==> config.mk <==
export PLATFORM = sky130hd
export DESIGN_NAME = seq_divider
export DESIGN_NICKNAME = d
export VERILOG_FILES = /design/src/rtl/seq_divider.sv
export SDC_FILE = /design/constraint.sdc
export NUM_CORES = 1
export LEC_CHECK = 0
export CAP_MARGIN = 20
export CORE_AREA = 2 2 140 142
export CTS_CLUSTER_SIZE = 8
export DETAILED_ROUTE_END_ITERATION = 16
export DIE_AREA = 0 0 142 144
export HOLD_SLACK_MARGIN = 0.03
export MAX_ROUTING_LAYER = met4
export PLACE_DENSITY = 0.87
export SETUP_SLACK_MARGIN = 0.5
export SYNTH_ARGS = -nofsm -noshare
export SYNTH_HDL_FRONTEND = slang
export SYNTH_SLANG_ARGS = --single-unit
==> constraint.sdc <==
create_clock -name clk -period 10.6 [get_ports clk]
set_input_delay 2.12 -clock clk [delete_from_list [all_inputs] [get_ports clk]]
set_output_delay 2.12 -clock clk [all_outputs]
set_load 0.01 [all_outputs]
==> src/rtl/seq_divider.sv <==
// seq_divider: multi-cycle restoring divider for RV32M DIV/DIVU/REM/REMU.
// One trial subtraction per clock; busy stalls the pipeline until done pulses.
// Optional build macro SEQ_DIVIDER_FAST_SPECIAL_EN: divide-by-zero and signed
// overflow skip the iteration loop and go straight to sign fix-up.
module seq_divider #(
   parameter int XLEN  = 32,
   parameter int CNT_W = 6
) (
   input  logic            clk,
   input  logic            rst,
   input  logic            start,
   input  logic [1:0]      op,
   input  logic [XLEN-1:0] a,
   input  logic [XLEN-1:0] b,
   output logic [XLEN-1:0] result,
   output logic            busy,
   output logic            done
);

   typedef enum logic [1:0] {IDLE, CALC, FIX} state_t;

   state_t state, state_nxt;

   // Datapath registers
   logic [XLEN-1:0]  rem;      // partial remainder (always < divisor magnitude)
   logic [XLEN-1:0]  quo;      // dividend shifting out / quotient shifting in
   logic [XLEN-1:0]  dvs;      // divisor magnitude
   logic [CNT_W-1:0] cnt;
   logic             sel_rem;  // op[1]: return remainder instead of quotient
   logic             neg_q;
   logic             neg_r;

   // FSM-derived controls
   logic accept;
   logic iterate;
   logic finish;

   // Operand conditioning at accept
   logic            signed_op;
   logic            a_neg;
   logic            b_neg;
   logic [XLEN-1:0] a_mag;
   logic [XLEN-1:0] b_mag;

   // One iteration: shift, then trial subtract at XLEN+1 bits
   logic [XLEN:0]   rem_sh;
   logic [XLEN:0]   trial;
   logic            trial_ok;
   logic            cnt_last;

   // Sign fix-up
   logic [XLEN-1:0] q_fin;
   logic [XLEN-1:0] r_fin;

   assign signed_op = ~op[0];
   assign a_neg     = signed_op & a[XLEN-1];
   assign b_neg     = signed_op & b[XLEN-1];
   // |0x80000000| is 0x80000000 as an unsigned XLEN-bit magnitude
   assign a_mag     = a_neg ? (~a + XLEN'(1)) : a;
   assign b_mag     = b_neg ? (~b + XLEN'(1)) : b;

   // rem_sh < 2*dvs, so the difference always fits in XLEN+1 signed bits;
   // subtraction is add of the inverted divisor with carry-in 1
   assign rem_sh    = {rem, quo[XLEN-1]};
   assign trial     = rem_sh + {1'b1, ~dvs} + (XLEN+1)'(1);
   assign trial_ok  = ~trial[XLEN];
   assign cnt_last  = (cnt == CNT_W'(XLEN-1));

`ifdef SEQ_DIVIDER_FAST_SPECIAL_EN
   logic b_zero;
   logic ovf;
   logic special;
   assign b_zero  = (b == '0);
   assign ovf     = signed_op & (a == {1'b1, {(XLEN-1){1'b0}}}) & (b == '1);
   assign special = b_zero | ovf;
`endif

   // Divide by zero forces an all-ones quotient; the remainder naturally
   // comes out as |a| re-signed, i.e. a. Signed overflow needs no forcing:
   // 0x80000000 negated wraps to itself and the remainder is 0.
   always_comb begin
      q_fin = neg_q ? (~quo + XLEN'(1)) : quo;
      if (dvs == '0)
         q_fin = '1;
      r_fin = neg_r ? (~rem + XLEN'(1)) : rem;
   end

   // State register
   always_ff @(posedge clk or posedge rst) begin
      if (rst)
         state <= IDLE;
      else
         state <= state_nxt;
   end

   // Next-state logic
   always_comb begin
      state_nxt = state;
      case (state)
         IDLE: begin
            if (start) begin
`ifdef SEQ_DIVIDER_FAST_SPECIAL_EN
               state_nxt = special ? FIX : CALC;
`else
               state_nxt = CALC;
`endif
            end
         end
         CALC:    if (cnt_last) state_nxt = FIX;
         FIX:     state_nxt = IDLE;
         default: state_nxt = IDLE;
      endcase
   end

   // FSM outputs; busy drops in the done cycle since FIX returns to IDLE
   always_comb begin
      busy    = (state != IDLE);
      accept  = (state == IDLE) & start;
      iterate = (state == CALC);
      finish  = (state == FIX);
   end

   // Operand latch, iteration datapath and counter
   always_ff @(posedge clk or posedge rst) begin
      if (rst) begin
         rem     <= '0;
         quo     <= '0;
         dvs     <= '0;
         cnt     <= '0;
         sel_rem <= 1'b0;
         neg_q   <= 1'b0;
         neg_r   <= 1'b0;
      end else if (accept) begin
         rem     <= '0;
         quo     <= a_mag;
         dvs     <= b_mag;
         cnt     <= '0;
         sel_rem <= op[1];
         neg_q   <= a_neg ^ b_neg;
         neg_r   <= a_neg;
`ifdef SEQ_DIVIDER_FAST_SPECIAL_EN
         // Preload what the loop would have produced: for b=0 the remainder
         // is |a| and the quotient is forced in FIX; for overflow quo already
         // holds 0x80000000 and must not be negated.
         if (special)
            neg_q <= 1'b0;
         if (b_zero)
            rem <= a_mag;
`endif
      end else if (iterate) begin
         rem <= trial_ok ? trial[XLEN-1:0] : rem_sh[XLEN-1:0];
         quo <= {quo[XLEN-2:0], trial_ok};
         cnt <= cnt + CNT_W'(1);
      end
   end

   // Result capture and one-cycle done pulse; result holds until next FIX
   always_ff @(posedge clk or posedge rst) begin
      if (rst) begin
         result <= '0;
         done   <= 1'b0;
      end else begin
         done <= finish;
         if (finish)
            result <= sel_rem ? r_fin : q_fin;
      end
   end

endmodule

==> After elaboration in Yosys (flattened, before gate mapping) <==
Index checks and enable logic that the tools add are counted.
{ "totals": {"ff_bits": 140, "in_bits": 69, "out_inout_bits": 34, "elab_cells": 54} }
{ "op_classes": {"n_addsub": 7, "eq_ne": 5, "n_mux": 16, "n_bitwise": 11, "reduce_logical": 5} }
{ "ops": {"columns": ["op", "n"], "rows": [
  ["$mux 32", 11],
  ["$not 32->32", 5],
  ["$add 32x1->32 const B", 4],
  ["$add 33x1->33 const B", 1],
  ["$add 33x33->33", 1],
  ["$logic_not 32->1", 1],
  ["$mux 6", 2],
  ["$add 6x1->6 const B", 1],
  ["$eq 6x5->1 const B", 1],
  ["$mux 2", 2],
  ["$pmux 2 s2", 1],
  ["$reduce_bool 2->1", 2],
  ["$and 1x1->1", 3],
  ["$eq 2x1->1 const B", 1],
  ["$eq 2x2->1 const B", 1],
  ["$logic_not 2->1", 1],
  ["$ne 2x1->1 const B", 1],
  ["$ne 2x2->1 const B", 1],
  ["$not 1->1", 2],
  ["$reduce_and 2->1", 1],
  ["$xor 1x1->1", 1]
]} }

==> Longest topological paths before layout <==
{ "depth": {"depth_word": 6, "depth_mapped": 15, "ltp_nobuf": 13} }

==> Least setup slack after synthesis <==
No wires, ideal clock.
{ "synth_timing": {"path_type": "input to register", "start": "in a[4]", "end": "reg quo[23]", "setup_time_ns": 0.133, "t_arrival_ns": 4.202, "required_time_ns": 10.467, "setup_slack_ns": 6.265, "stages": 10, "n_path_buf": 0, "cell_sequence": "nor4_1 -> nand2b_1 -> nor4_1 -> nand2_1 -> or4_1 -> nor4_1 -> and2_2 -> a21oi_1 -> xnor2_1 -> o21ai_0"} }
{ "synth_via": {"elab_chain_len": 4} }
{ "synth_rtl": {"columns": ["element", "line_no", "source"], "rows": [
  ["start, declared", "13", "input logic [XLEN-1:0] a,"],
  ["$not 32->32", "59", "assign a_mag = a_neg ? (~a + XLEN'(1)) : a;"],
  ["$add 32x1->32", "59", null],
  ["$mux 32", "59", null],
  ["$mux 32", "133", "end else if (accept) begin"],
  ["end signal, assigned", "135", "quo <= a_mag;"],
  ["end signal, assigned", "152", "quo <= {quo[XLEN-2:0], trial_ok};"],
  ["end, declared", "26", "logic [XLEN-1:0] quo;"]
]} }
Every way passes these cells.
A chain may end at the register's enable or synchronous reset.

==> Worst setup path in the final report <==
{ "layout_timing": {"start": "in a[2]", "end": "reg quo[27]"} }
The elaborated chain is that of the path after synthesis.

==> run_results.csv <==
group,metric,value,unit
outcome,outcome,"complete, no violations",
synth,ys_ff_latch,140,
synth,async_flop_share,100,%
setup_path,critPathMostFrequentCell,"nor4_1",
route,drcViolationCount,0,
synth,syn_nets,1325,
power,swShare,45.5,%
setup_path,max_stage_delay,0.49,ns
finish,antenna_cells,0,
setup_path,startpoint_type,"input pin",
power,p_int,0.00199,W
route,dr.pass1.iters,6,
cts,clkLatencyLatePin,0.44,ns
placement,post-dp-hpwl,19000,um
cts,clockBufferDepth,2,
synth,ys_seq_area_share,34.4,%
sta,finalClockSkew,0.0116,ns
setup_path,crit_required,10.95,ns
synth,ys.warnings.count,0,
route,first_iter_violations,844,
finish,final_common_cell,"o21ai_0",
sta,finalWorstSetupSlack,5.79,ns
sta,period_needed,4.81,ns
min_path,hp-class,"reg -> reg",
die,dieHeight,144,um
die,die_width,142,um
cts,cts_root_buf,"clkbuf_16",
setup_path,critPathKind,"in -> reg",
die,die-area,20400,um2
synth,syn_area_per_cell,8.37,um2
sta,finalMaxSlewViolations,0,
sta,whs,0.486,ns
cts,numCtsBuffers,17,
global_route,grt_pass1_vias,9347,
finish,area_growth,17.6,%
sta,rsz0062_at_grt,"no",
synth,syn_inst,1218,
power,p_sw,0.00166,W
setup_path,cp.arrival,5.16,ns
route,postRouteAntennaNets,0,
finish,ff_latch_area,3500,um2
route,routed_wl,27500,um
sta,period_share,45.4,%
setup_path,crit_chain,"clkdlybuf4s50_1 > nor4_1 > nand2b_1 > nor4_1 > nand2_1 > or4_1 > nor4_1 > and2_2 > a21oi_1 > xnor2_1 > o21ai_0",
sta,final-setup-viol-count,0,
synth,synthDistinctLibCells,68,
cts,cts_tree,"done",
cts,cts_setup_buffers,0,
finish,nFillCells,1533,
finish,multi_input_area,6190,um2
power,p_per_area,305,nW/um2
route,viasPerCell,6.30,
sta,finalHoldViolCount,0,
die,core_area,19100,um2
die,start_util,53.4,%
power,pwr-share-seq,28.2,%
placement,port-buffer-count,102,
synth,synth_edf_count,0,
placement,gp_congestion,0.901,
sta,maxSlewHeadroom,24.2,%
run,maxCapViolations,0,
setup_path,slowest_stage,"clkdlybuf4s50_1",
synth,synth_flop_cell,"dfrtp_1",
finish,layout.nets,1387,
cts,h-tree-depth,4,
sta,fmax,208,MHz
power,clkPwrFrac,19.4,%
sta,fin_tns_setup,0,ns
placement,dpl_worst_slack,5.38,ns
cts,holdBufCountCts,0,
global_route,grt_usage,28.4,%
global_route,grt_pass1_wl,45500,um
setup_path,crit_path_max_fanout,5,
cts,cts_resized,0,
power,ir_drop,0.199,mV
synth,syn_area,10200,um2
power,combPwrFrac,52.4,%
die,rows,51,
finish,mostFrequentLayoutCells,"141 x o21ai_0, 140 x dfrtp_1, 113 x nand2_1, 102 x clkdlybuf4s50_1, 83 x a21oi_1",
route,post_drt_wl_per_cell,18.0,um
die,boundaryPins,103,
finish,drive_gt1_share,5.41,%
route,detailroute.via_count,9640,
sta,worst_slew_pin_slew,1.14,ns
global_route,overflow,0,
setup_path,endpoint_kind,"register",
cts,cts_sinks,140,
global_route,grt_max_degree,112,
global_route,antenna_found_initial,0,
cts,clk_pin_slew,0.07,ns
power,finalPower,0.00366,W
power,total_leakage_power,4.78,nW
synth_stat cells (8+ instances only):
cell      count  area, um2
a21o_1       31        233
a21oi_1      83        415
a221oi_1     20        175
a22oi_1      31        233
a31oi_1       9       56.3
buf_2         8       40.0
clkbuf_1     52        195
dfrtp_1     140       3500
ha_1         37        463
inv_1        51        191
nand2_1     114        428
nand2b_1     20        125
nand3_1      50        250
nand4_1       8       50.1
nor2_1       81        304
nor2b_1      12       75.1
nor3_1       23        115
nor4_1       17        106
o21ai_0     141        706
o31ai_1      26        195
o41ai_1       9       78.8
or3_1        11       68.8
xnor2_1      64        561
xor2_1       82        718
through the flow:
step | utilization (%) | instances | cell area, um2
after floorplan | - | 1218 | 10200
after global placement | 59.1 | 1498 | 11300
after detailed placement | 59.1 | 1498 | 11300
after CTS | 62.8 | 1530 | 12000
after global routing | 62.8 | 1531 | 12000
final | 62.8 | 1531 | 12000
metal layers:
layer | track usage [%] | share of wire [%] | up-vias
met5 | - | 0 | -
met1 | 34.5 | 41 | 4712
li1 | - | - | 4516
met4 | 11.8 | 3.2 | 0
met3 | 4.34 | 4.5 | 67
met2 | 47.6 | 51 | 345
logic make-up (layout without fill, tap and decap cells):
logic type / after synthesis / after routing / share of synthesized area [%]
muxes: 6 / 6 / 0.589
adders and majority gates: 38 / 38 / 4.74
and+or+nand+nor: 366 / 366 / 17.5
AOI/OAI and AO/OA: 401 / 401 / 25.1
xor gates and xnor gates: 146 / 146 / 12.5
buffers and inverters: 121 / 196 / 5.19
DFF: 140 / 140 / 34.4
flip-flops by register name, summed over array words and instances (netlist names):
register and flops:
cnt 6, done 1, dvs 32, neg_q 1, neg_r 1, quo 32, rem 32, result 32
sel_rem 1, state 2
final timing paths:
path | from | to | slack (ns) | cells past startpoint
worst max-delay path | a[2] | quo[27] | 5.79 | 11
worst min-delay path | result[29] | result[29] | 0.49 | 1
worst max register to register | quo[31] | rem[30] | 5.94 | 13
worst min register to register | result[29] | result[29] | 0.49 | 1
max in group asynchronous | rst | rem[30] | 7.16 | 3
min in group asynchronous | rst | result[8] | 2.21 | 2
area by class of cell:
cell class              count  area share, %
multi-input cells         957           51.7
clock inverters            15           2.23
clock buffers              17           3.55
well taps                 238           2.49
repair buffers            112           9.15
flip-flops and latches    140           29.2
inverters                  52           1.67
power groups by stage:
| stage | Sequential, W | Combinational, W | Clock, W |
|---|---|---|---|
| after detailed placement | 0.00102 | 0.00185 | 0 |
| after global routing | 0.00106 | 0.00213 | 0.000733 |
| after floorplan | 0.000918 | 0.00152 | 0 |
| after CTS | 0.00102 | 0.00190 | 0.000707 |
| after global placement | 0.00102 | 0.00179 | 0 |
| final | 0.00103 | 0.00192 | 0.000708 |
worst max-delay path, delay by kind of cell:
family | cells | cell delay (ns)
AO/OA/AOI/OAI | 2 | 0.23
buffers and inverters | 1 | 0.49
XOR/XNOR | 1 | 0.15
AND/OR/NAND/NOR | 7 | 2.15
(Power assumes the default switching activity.)
